<file path="src/rtl/cache_mem_arbiter_if.sv">
// Shared-RAM port bundle: icache and dcache request/response lines plus the RAM side.
// The arbiter uses the slave modport; the caches/RAM environment uses master.
interface cache_mem_arbiter_if #(
    parameter int WORD_W = 32
);
    logic              iREN;
    logic [WORD_W-1:0] iaddr;
    logic              iwait;
    logic [WORD_W-1:0] iload;
    logic              dREN;
    logic              dWEN;
    logic [WORD_W-1:0] daddr;
    logic [WORD_W-1:0] dstore;
    logic              dwait;
    logic [WORD_W-1:0] dload;
    logic              ramREN;
    logic              ramWEN;
    logic [WORD_W-1:0] ramaddr;
    logic [WORD_W-1:0] ramstore;
    logic [WORD_W-1:0] ramload;
    logic              ramready;

    modport slave (
        input  iREN, iaddr, dREN, dWEN, daddr, dstore, ramload, ramready,
        output iwait, iload, dwait, dload, ramREN, ramWEN, ramaddr, ramstore
    );

    modport master (
        output iREN, iaddr, dREN, dWEN, daddr, dstore, ramload, ramready,
        input  iwait, iload, dwait, dload, ramREN, ramWEN, ramaddr, ramstore
    );
endinterface

</file>
<file path="src/rtl/cache_mem_arbiter.sv">
// Arbitrates icache/dcache word accesses onto one RAM port with a grant watchdog.
// ARB_ROUND_ROBIN_EN selects round-robin tie breaking; default is dcache priority.
module cache_mem_arbiter #(
    parameter int WORD_W  = 32,
    parameter int TIMEOUT = 255,
    parameter int CNT_W   = 8
) (
    input  logic                 CLK,
    input  logic                 nRST,
    cache_mem_arbiter_if.slave   bus,
    output logic                 timeout
);
    // state     | meaning
    // S_IDLE    | no grant; RAM port idle, new request sampled here
    // S_GRANT_I | icache owns the RAM port until ready, drop or watchdog
    // S_GRANT_D | dcache owns the RAM port until ready, drop or watchdog
    localparam logic [1:0] S_IDLE    = 2'd0;
    localparam logic [1:0] S_GRANT_I = 2'd1;
    localparam logic [1:0] S_GRANT_D = 2'd2;

    localparam logic [CNT_W-1:0] WD_LAST = CNT_W'(TIMEOUT - 1);
    localparam logic [CNT_W-1:0] WD_MAX  = '1;

    logic [1:0]        state, state_nxt;
    logic [CNT_W-1:0]  wd_cnt, wd_nxt;
    logic              last_grant, last_nxt;
    logic              timeout_nxt;
    logic              ireq, dreq, pick_d;
    logic [WORD_W-1:0] addr_sel, store_sel;

    assign ireq = bus.iREN;
    assign dreq = bus.dREN | bus.dWEN;

`ifdef ARB_ROUND_ROBIN_EN
    assign pick_d = ~last_grant;
`else
    assign pick_d = 1'b1;
`endif

    always_comb begin
        bus.ramREN = 1'b0;
        bus.ramWEN = 1'b0;
        addr_sel   = '0;
        store_sel  = '0;
        case (state)
            S_GRANT_I: begin
                bus.ramREN = bus.iREN;
                addr_sel   = bus.iaddr;
            end
            S_GRANT_D: begin
                bus.ramREN = bus.dREN & ~bus.dWEN;
                bus.ramWEN = bus.dWEN;
                addr_sel   = bus.daddr;
                store_sel  = bus.dstore;
            end
            default: ;
        endcase
    end

    assign bus.ramaddr  = addr_sel;
    assign bus.ramstore = store_sel;
    assign bus.iwait    = ~((state == S_GRANT_I) & bus.ramready & ireq);
    assign bus.dwait    = ~((state == S_GRANT_D) & bus.ramready & dreq);
    assign bus.iload    = bus.ramload;
    assign bus.dload    = bus.ramload;

    always_comb begin
        state_nxt   = state;
        wd_nxt      = wd_cnt;
        last_nxt    = last_grant;
        timeout_nxt = timeout;
        case (state)
            S_IDLE: begin
                wd_nxt = '0;
                if (dreq && ireq) begin
                    state_nxt = pick_d ? S_GRANT_D : S_GRANT_I;
                    last_nxt  = pick_d;
                end else if (dreq) begin
                    state_nxt = S_GRANT_D;
                    last_nxt  = 1'b1;
                end else if (ireq) begin
                    state_nxt = S_GRANT_I;
                    last_nxt  = 1'b0;
                end
            end
            S_GRANT_I, S_GRANT_D: begin
                // Completion and requester withdrawal both end the grant silently.
                if (bus.ramready || ((state == S_GRANT_I) ? !ireq : !dreq)) begin
                    state_nxt = S_IDLE;
                    wd_nxt    = '0;
                end else if (wd_cnt == WD_LAST) begin
                    state_nxt   = S_IDLE;
                    wd_nxt      = '0;
                    timeout_nxt = 1'b1;
                end else if (wd_cnt != WD_MAX) begin
                    wd_nxt = wd_cnt + 1'b1;
                end
            end
            default: begin
                state_nxt = S_IDLE;
                wd_nxt    = '0;
            end
        endcase
    end

    always_ff @(posedge CLK or negedge nRST) begin
        if (!nRST) begin
            state      <= S_IDLE;
            wd_cnt     <= '0;
            last_grant <= 1'b1;
            timeout    <= 1'b0;
        end else begin
            state      <= state_nxt;
            wd_cnt     <= wd_nxt;
            last_grant <= last_nxt;
            timeout    <= timeout_nxt;
        end
    end
endmodule

</file>
<file path="src/flat_wrapper.sv">
// flat-port wrapper written by rule: the top's interface ports become plain ports
module cache_mem_arbiter_flat 
#(
    parameter int WORD_W  = 32,
    parameter int TIMEOUT = 255,
    parameter int CNT_W   = 8
)
  (CLK, nRST, timeout, bus_iREN, bus_iaddr, bus_dREN, bus_dWEN, bus_daddr, bus_dstore, bus_ramload, bus_ramready, bus_iwait, bus_iload, bus_dwait, bus_dload, bus_ramREN, bus_ramWEN, bus_ramaddr, bus_ramstore);
  cache_mem_arbiter_if #(.WORD_W(WORD_W)) bus_i ();
  input  logic CLK;
  input  logic nRST;
  output logic timeout;
  input wire logic [$bits(bus_i.iREN)-1:0] bus_iREN;
  input wire logic [$bits(bus_i.iaddr)-1:0] bus_iaddr;
  input wire logic [$bits(bus_i.dREN)-1:0] bus_dREN;
  input wire logic [$bits(bus_i.dWEN)-1:0] bus_dWEN;
  input wire logic [$bits(bus_i.daddr)-1:0] bus_daddr;
  input wire logic [$bits(bus_i.dstore)-1:0] bus_dstore;
  input wire logic [$bits(bus_i.ramload)-1:0] bus_ramload;
  input wire logic [$bits(bus_i.ramready)-1:0] bus_ramready;
  output wire logic [$bits(bus_i.iwait)-1:0] bus_iwait;
  output wire logic [$bits(bus_i.iload)-1:0] bus_iload;
  output wire logic [$bits(bus_i.dwait)-1:0] bus_dwait;
  output wire logic [$bits(bus_i.dload)-1:0] bus_dload;
  output wire logic [$bits(bus_i.ramREN)-1:0] bus_ramREN;
  output wire logic [$bits(bus_i.ramWEN)-1:0] bus_ramWEN;
  output wire logic [$bits(bus_i.ramaddr)-1:0] bus_ramaddr;
  output wire logic [$bits(bus_i.ramstore)-1:0] bus_ramstore;
  assign bus_i.iREN = bus_iREN;
  assign bus_i.iaddr = bus_iaddr;
  assign bus_i.dREN = bus_dREN;
  assign bus_i.dWEN = bus_dWEN;
  assign bus_i.daddr = bus_daddr;
  assign bus_i.dstore = bus_dstore;
  assign bus_i.ramload = bus_ramload;
  assign bus_i.ramready = bus_ramready;
  assign bus_iwait = bus_i.iwait;
  assign bus_iload = bus_i.iload;
  assign bus_dwait = bus_i.dwait;
  assign bus_dload = bus_i.dload;
  assign bus_ramREN = bus_i.ramREN;
  assign bus_ramWEN = bus_i.ramWEN;
  assign bus_ramaddr = bus_i.ramaddr;
  assign bus_ramstore = bus_i.ramstore;
  cache_mem_arbiter #(.WORD_W(WORD_W), .TIMEOUT(TIMEOUT), .CNT_W(CNT_W)) u_core (.CLK(CLK), .nRST(nRST), .bus(bus_i), .timeout(timeout));
endmodule
</file>
<file path="config.mk">
export PLATFORM = sky130hd
export DESIGN_NAME = cache_mem_arbiter_flat
export DESIGN_NICKNAME = d
export VERILOG_FILES = /design/src/rtl/cache_mem_arbiter_if.sv /design/src/rtl/cache_mem_arbiter.sv /design/src/flat_wrapper.sv
export SDC_FILE = /design/constraint.sdc
export NUM_CORES = 1
export LEC_CHECK = 0
export BUFFER_PORTS_ARGS = -buffer_cell sky130_fd_sc_hd__buf_2
export CORE_AREA = 2 2 104 106
export CTS_CLUSTER_SIZE = 10
export DETAILED_ROUTE_END_ITERATION = 16
export DIE_AREA = 0 0 106 108
export GPL_TIMING_DRIVEN = 0
export PLACE_DENSITY_LB_ADDON = 0.1
export SLEW_MARGIN = 20
export SYNTH_ARGS = -nofsm -noshare
export SYNTH_HDL_FRONTEND = slang
export SYNTH_SLANG_ARGS = --single-unit
</file>
<file path="constraint.sdc">
create_clock -name CLK -period 2 [get_ports CLK]
set_input_delay 0.2 -clock CLK [delete_from_list [all_inputs] [get_ports CLK]]
set_output_delay 0.2 -clock CLK [all_outputs]
set_load 0.02 [all_outputs]
</file>
== Yosys cells after proc, flatten, opt, wreduce, memory -nomap -nowiden ==
Cells that the tools add are included.

* Memory bits (read-only): 0
* Word-level logic and storage cells: 44
* Output and inout bits: 133
* Memories kept: 0
* Flip-flop bits (word level): 11
* Bits in writable memories: 0
* Bits in latches: 0
* Input port bits: 134

* $lt $le $gt $ge: 0
* Equality and inequality tests: 7
* Shift operators: 0
* Multiply operators: 0
* Bitwise gates (word level): 10
* Div/mod/pow operators: 0
* Muxes and demuxes: 15
* $add $sub $neg: 1
* Reduce and logical (&&, ||, !) cells: 8

{| class="wikitable"
|+ Operators by type and width
! operator !! count
|-
| $pmux W32 S2 || 1
|-
| $mux W32 || 1
|-
| $mux W8 || 4
|-
| $mux W2 || 5
|-
| $add A8 B1 Y8 const B || 1
|-
| $eq A8 B8 Y1 const B || 1
|-
| $ne A8 B8 Y1 const B || 1
|-
| $and A1 B1 Y1 || 5
|-
| $ne A4 B1 Y1 const B || 1
|-
| $ne A4 B2 Y1 const B || 1
|-
| $not A1 Y1 || 4
|-
| $pmux W2 S2 || 1
|-
| $ne A3 B1 Y1 const B || 1
|-
| $reduce_and A3 Y1 || 1
|-
| $eq A2 B1 Y1 const B || 1
|-
| $eq A2 B2 Y1 const B || 1
|-
| $logic_not A1 Y1 || 2
|-
| $logic_not A2 Y1 || 1
|-
| $mux W1 || 2
|-
| $pmux W1 S2 || 1
|-
| $reduce_and A2 Y1 || 1
|-
| $reduce_or A2 Y1 || 1
|-
| $logic_and A1 B1 Y1 || 1
|-
| $logic_or A1 B1 Y1 || 1
|-
| $or A1 B1 Y1 || 1
|}

== Longest topological paths before layout ==
* Word-level depth: 6
* Depth in mapped cells: 8
* Mapped depth without buffers: 6

== Worst setup path after synthesis ==
OpenSTA, ideal clock, no wires.

* Path type: register to register
* Start point: reg u_core.state[1]
* End point: reg u_core.state[0]
* Stages on the path, launching flop included: 9
* Data arrival time: 1.532 ns
* Slack: 0.337 ns
* Setup time: 0.131 ns
* Clock period less this slack: 1.663 ns
* Path through: dfrtp_1 > inv_1 > ha_1 > buf_2 > or3_1 > and4b_1 > nand2b_1 > buf_2 > a22oi_1

* Cells in the longest elaborated chain, start to end: 5
* Elaborated cells between the ends (all ways): 11

{| class="wikitable"
|+ Ends and longest elaborated chain
! item !! line !! text
|-
| from (decl) || cache_mem_arbiter.sv:24 || <nowiki>logic [1:0] state, state_nxt;</nowiki>
|-
| from (signal assigned) || cache_mem_arbiter.sv:113 || <nowiki>state <= state_nxt;</nowiki>
|-
| $eq A2 B1 Y1 || cache_mem_arbiter.sv:72, cache_mem_arbiter.sv:88 ||
|-
| $mux W1 || cache_mem_arbiter.sv:88 || <nowiki>if (bus.ramready || ((state == S_GRANT_I) ? !ireq : !dreq)) begin</nowiki>
|-
| $logic_or A1 B1 Y1 || cache_mem_arbiter.sv:88 ||
|-
| $mux W2 / $ne A3 B1 Y1 (equally long branches) || n/a ||
|-
| $pmux W2 S2 / $reduce_and A2 Y1 (equally long branches) || n/a ||
|}

Several ways; a longest one is shown, not always the timed one.
A chain may end at the register's enable or synchronous reset.

== Final worst setup path ==
* Start point: reg u_core.state[1]
* End point: reg u_core.state[1]

Same word-level chain as after synthesis.

==> tab_implementation.tex <==
\begin{tabular}{lr}
\hline
Metric & Value \\
\hline
\multicolumn{2}{l}{\textbf{Placed design}} \\
\quad HPWL after DPL & 7150 µm \\
\quad Port buffer count & about 230 \\
\quad Final RePlAce weighted congestion & between 0.7 and 0.8 \\
\quad Instance count after placement with tap cells included & just over 600 \\
\multicolumn{2}{l}{\textbf{Global route}} \\
\quad Global-route congestion overflow total & 0 \\
\quad Pin count of the biggest net entering global routing & 12 \\
\quad Total global routing track utilization & 0.126 \\
\quad First-pass GRT wire length & about 12000 µm \\
\quad Number of global-route vias before repair & about 2300 \\
\quad Number of antenna violations at the first check in global routing & 0 \\
\multicolumn{2}{l}{\textbf{Clock network}} \\
\quad Clock transition at the registers of the reported paths & around 0.050 ns \\
\quad Num Clock Sinks & 11 \\
\quad Number of levels the H-tree was split into & 1 \\
\quad Worst skew pair latency & about 0.23 ns \\
\quad Number of buffers on the longest clock path & 2 \\
\quad Root cell of the clock tree & sky130\_fd\_sc\_hd\_\_clkbuf\_8 \\
\quad CTS buffer count & 3 \\
\quad Clock tree from TritonCTS & done \\
\multicolumn{2}{l}{\textbf{Worst setup path}} \\
\quad Worst Path Buf+Inv & 3 \\
\quad Critical path endpoint category & flop \\
\quad Category of cells accounting for the largest share of critical-path delay & simple AND/OR/NAND/NOR gates \\
\quad Critical Path Start Type & flop \\
\quad Series of cell instances along the critical path & inv\_2, ha\_1, buf\_4, or3\_1, and4b\_1, nand2b\_1, clkbuf\_4, o211ai\_1 \\
\quad Biggest fanout along the worst timing path & 9 \\
\quad CP max-delay cell & sky130\_fd\_sc\_hd\_\_dfrtp\_1 \\
\quad Required time reported for the critical path endpoint & 2.11 ns \\
\quad Kind of critical path & flop to flop \\
\quad Max incr delay on CP & slightly above 0.4 ns \\
\quad Signal arrival time at the worst endpoint & between 1.5 and 2 ns \\
\multicolumn{2}{l}{\textbf{Synthesis}} \\
\quad Portion of the post-synthesis area used by sequential elements & 0.149 \\
\quad Seq cells post-synth & 11 \\
\quad Mean instance size in the synthesized netlist & approximately 7.5 µm² \\
\quad Top flip-flop cell by instance count after synthesis & sky130\_fd\_sc\_hd\_\_dfrtp\_1 \\
\quad Post-Syn Nets & roughly 390 \\
\quad Number of warnings printed during yosys synthesis & 0 \\
\quad Most instantiated cells after synthesis & sky130\_fd\_sc\_hd\_\_buf\_4 (64), sky130\_fd\_sc\_hd\_\_a22oi\_1 (33), sky130\_fd\_sc\_hd\_\_and2\_1 (33), sky130\_fd\_sc\_hd\_\_nor2b\_1 (32), sky130\_fd\_sc\_hd\_\_clkbuf\_1 (12) \\
\quad Netlist Area Pre-Place & $\sim$0.0019 mm² \\
\quad Most frequent cell after synthesis & sky130\_fd\_sc\_hd\_\_buf\_4 \\
\quad Number of unique standard cell types used by synthesis & 35 \\
\quad Cell count after synthesis & 246 \\
\quad Area share of the leading cell type in the synthesized netlist & 0.259 \\
\quad Cell taking the most area after synthesis & sky130\_fd\_sc\_hd\_\_buf\_4 \\
\quad Number of enable flip-flop cells after synthesis & 0 \\
\quad FFs w/ async S/R, synth & 1.00 \\
\quad Cell types with the largest area share after synthesis & sky130\_fd\_sc\_hd\_\_buf\_4 (26\%), sky130\_fd\_sc\_hd\_\_dfrtp\_1 (15\%), sky130\_fd\_sc\_hd\_\_a22oi\_1 (13\%) \\
\multicolumn{2}{l}{\textbf{Floorplan}} \\
\quad Die Wd & 106 µm \\
\quad Starting utilization of the core area & 0.181 \\
\quad Number of I/O pins & between 200 and 300 \\
\quad Area of the die & approximately 0.011 mm² \\
\quad Die outline height & approximately 110 µm \\
\quad Total number of placement rows & 37 \\
\quad Core region area & a little over 0.01 mm² \\
\multicolumn{2}{l}{\textbf{Finish}} \\
\quad Share of cells above drive strength 1 & 0.666 \\
\quad Area of all sequential standard cells & around 280 µm² \\
\quad Number of nets in the final layout & 625 \\
\quad Signed area change from the synthesized netlist to the final layout & 79.2\% \\
\quad Post-route non-filler standard cell count & approximately 620 \\
\quad Count of filler cells inserted in the layout & approximately 1100 \\
\quad N\_diodes & 0 \\
\quad Area of the multi-input gates & 0.00104 mm² \\
\multicolumn{2}{l}{\textbf{STA}} \\
\quad RSZ-0062 raised after global routing & false \\
\quad Max Clock Skew & $\sim$0.0024 ns \\
\quad Fin crit share & 0.925 \\
\quad TNS Setup & 0 ns \\
\quad Max frequency & between 500 and 600 MHz \\
\quad Tightest slew margin relative to the limit & 0.684 \\
\quad Worst slew pin tran & between 0.4 and 0.5 ns \\
\quad Minimum period implied by the final worst setup slack & 1.85 ns \\
\quad Number of max-slew violations in the final report & 0 \\
\quad Hold Fails Final Rpt & 0 \\
\quad Number of setup violations in the final report & 0 \\
\multicolumn{2}{l}{\textbf{Route}} \\
\quad Vias after detailed routing & roughly 2500 \\
\quad Remaining design rule violation count & 0 \\
\quad Count of routing violations after the opening detailed-route iteration & 115 \\
\quad Drt pass-1 iters & 4 \\
\quad DRT antenna net count & 0 \\
\quad Final WL & 8100 µm \\
\quad Via density per instance & between 3 and 4 \\
\quad Wire per inst & 13.0 µm \\
\multicolumn{2}{l}{\textbf{Power and ir drop}} \\
\quad Leak Pwr & roughly 0.0019 µW \\
\quad Pwr/cell area & between 900 and 1000 mW/mm² \\
\quad Maximum resistive drop on vdd & between 0.4 and 0.5 mV \\
\multicolumn{2}{l}{\textbf{Status}} \\
\quad Outcome & finished clean \\
\multicolumn{2}{l}{\textbf{Worst hold path}} \\
\quad Path class of the lowest-slack min-delay path & primary input to flop \\
\multicolumn{2}{l}{\textbf{Job}} \\
\quad Max-cap violation count & 0 \\
\hline
\end{tabular}
-- worst reg2reg max path: stages, from the launching register on --
cell	delay (ns)
sky130_fd_sc_hd__dfrtp_1	0.41
sky130_fd_sc_hd__inv_2	0.08
sky130_fd_sc_hd__ha_1	0.18
sky130_fd_sc_hd__buf_4	0.18
sky130_fd_sc_hd__or3_1	0.33
sky130_fd_sc_hd__and4b_1	0.20
sky130_fd_sc_hd__nand2b_1	0.07
sky130_fd_sc_hd__clkbuf_4	0.19
sky130_fd_sc_hd__o211ai_1	0.09
-- where the power goes --
group	internal, µW	switching [µW]
clock network	140	78.5
registers	252	35.1
logic	1180	1620
total	1570	1730
-- path summary, 6_finish.rpt --
kind                            startpoint                to  slack (ns)  cells past startpoint
min                               bus_iREN   u_core.state[0]        0.28                      3
max reg2reg                u_core.state[1]   u_core.state[1]        0.15                      8
max in group asynchronous             nRST  u_core.wd_cnt[4]        1.44                      2
min reg2reg                 u_core.timeout    u_core.timeout        0.45                      1
max                        u_core.state[1]   u_core.state[1]        0.15                      8
min in group asynchronous             nRST  u_core.wd_cnt[6]        0.36                      2
-- per-layer routing --
| metal | up-vias | track usage | wire length (µm) | share of wire |
|---|---|---|---|---|
| met3 | 6 | 0.0277 | 508 | 0.063 |
| li1 | 1251 | - | - | - |
| met5 | - | 0 | 0 | 0 |
| met2 | 92 | 0.250 | 4600 | 0.57 |
| met1 | 1102 | 0.142 | 2910 | 0.36 |
| met4 | 0 | 0.0160 | 74 | 0.0091 |
-- cells by family (layout without fill, tap and decap cells) --
kind of cell	Yosys count	count (layout)	synth area share
and+or+nand+nor	95	95	0.310
buffers and inverters	84	323	0.302
AOI/OAI and AO/OA	49	49	0.196
DFF	11	11	0.149
adders and majority gates	5	5	0.0338
xor gates and xnor gates	2	2	0.00946
-- sequential cells by signal, indices dropped and copies added, names as in the netlist --
name	cells
u_core.wd_cnt	8
u_core.timeout	1
u_core.state	2
-- through the flow --
stage / cell area [µm²] / hold WS [ns] / setup WS [ns] / total power, µW / utilization
after global routing: 3320 / 0.287 / 0.00689 / 3590 / 0.324
after floorplan: 1850 / -0.0956 / 0.337 / 2100 / -
final: 3320 / 0.277 / 0.150 / 3300 / 0.324
after CTS: 3270 / 0.278 / 0.00667 / 3280 / 0.320
after global placement: 3190 / 0.0883 / -0.0144 / 3000 / 0.312
after detailed placement: 3190 / 0.0869 / -0.0329 / 2990 / 0.312
-- repair_timing --
item / in CTS / in global routing
gates cloned: 0 / 0
endpoints found under the setup margin: 64 / 62
resized for setup: 16 / 20
setup buffers: 0 / 0
hold buffers: 1 / 0
hold endpoints to repair: 11 / 0
-- final cells by class --
type / instances / share of cell area
Timing Repair Buffer: 235 / 0.356
Multi-Input combinational cell: 151 / 0.314
Buffer: 80 / 0.178
Sequential cell: 11 / 0.0830
Tap cell: 136 / 0.0513
Clock buffer: 4 / 0.0136
Inverter: 4 / 0.00452
-- cell usage in the layout, fill, tap and decap left out, drive strengths merged, types with 2 or more instances in the layout --
| master | n |
|---|---|
| buf | 304 |
| a22oi | 33 |
| and2 | 33 |
| nor2b | 32 |
| clkbuf | 14 |
| dfrtp | 11 |
| nor2 | 7 |
| nand2 | 6 |
| ha | 5 |
| nor3 | 4 |
| inv | 4 |
| nand3 | 3 |
| a211oi | 3 |
| nand3b | 2 |
| o211ai | 2 |
| or3 | 2 |
| nand2b | 2 |
| xnor2 | 2 |
| a21oi | 2 |
Power figures use the tool's default switching activity.
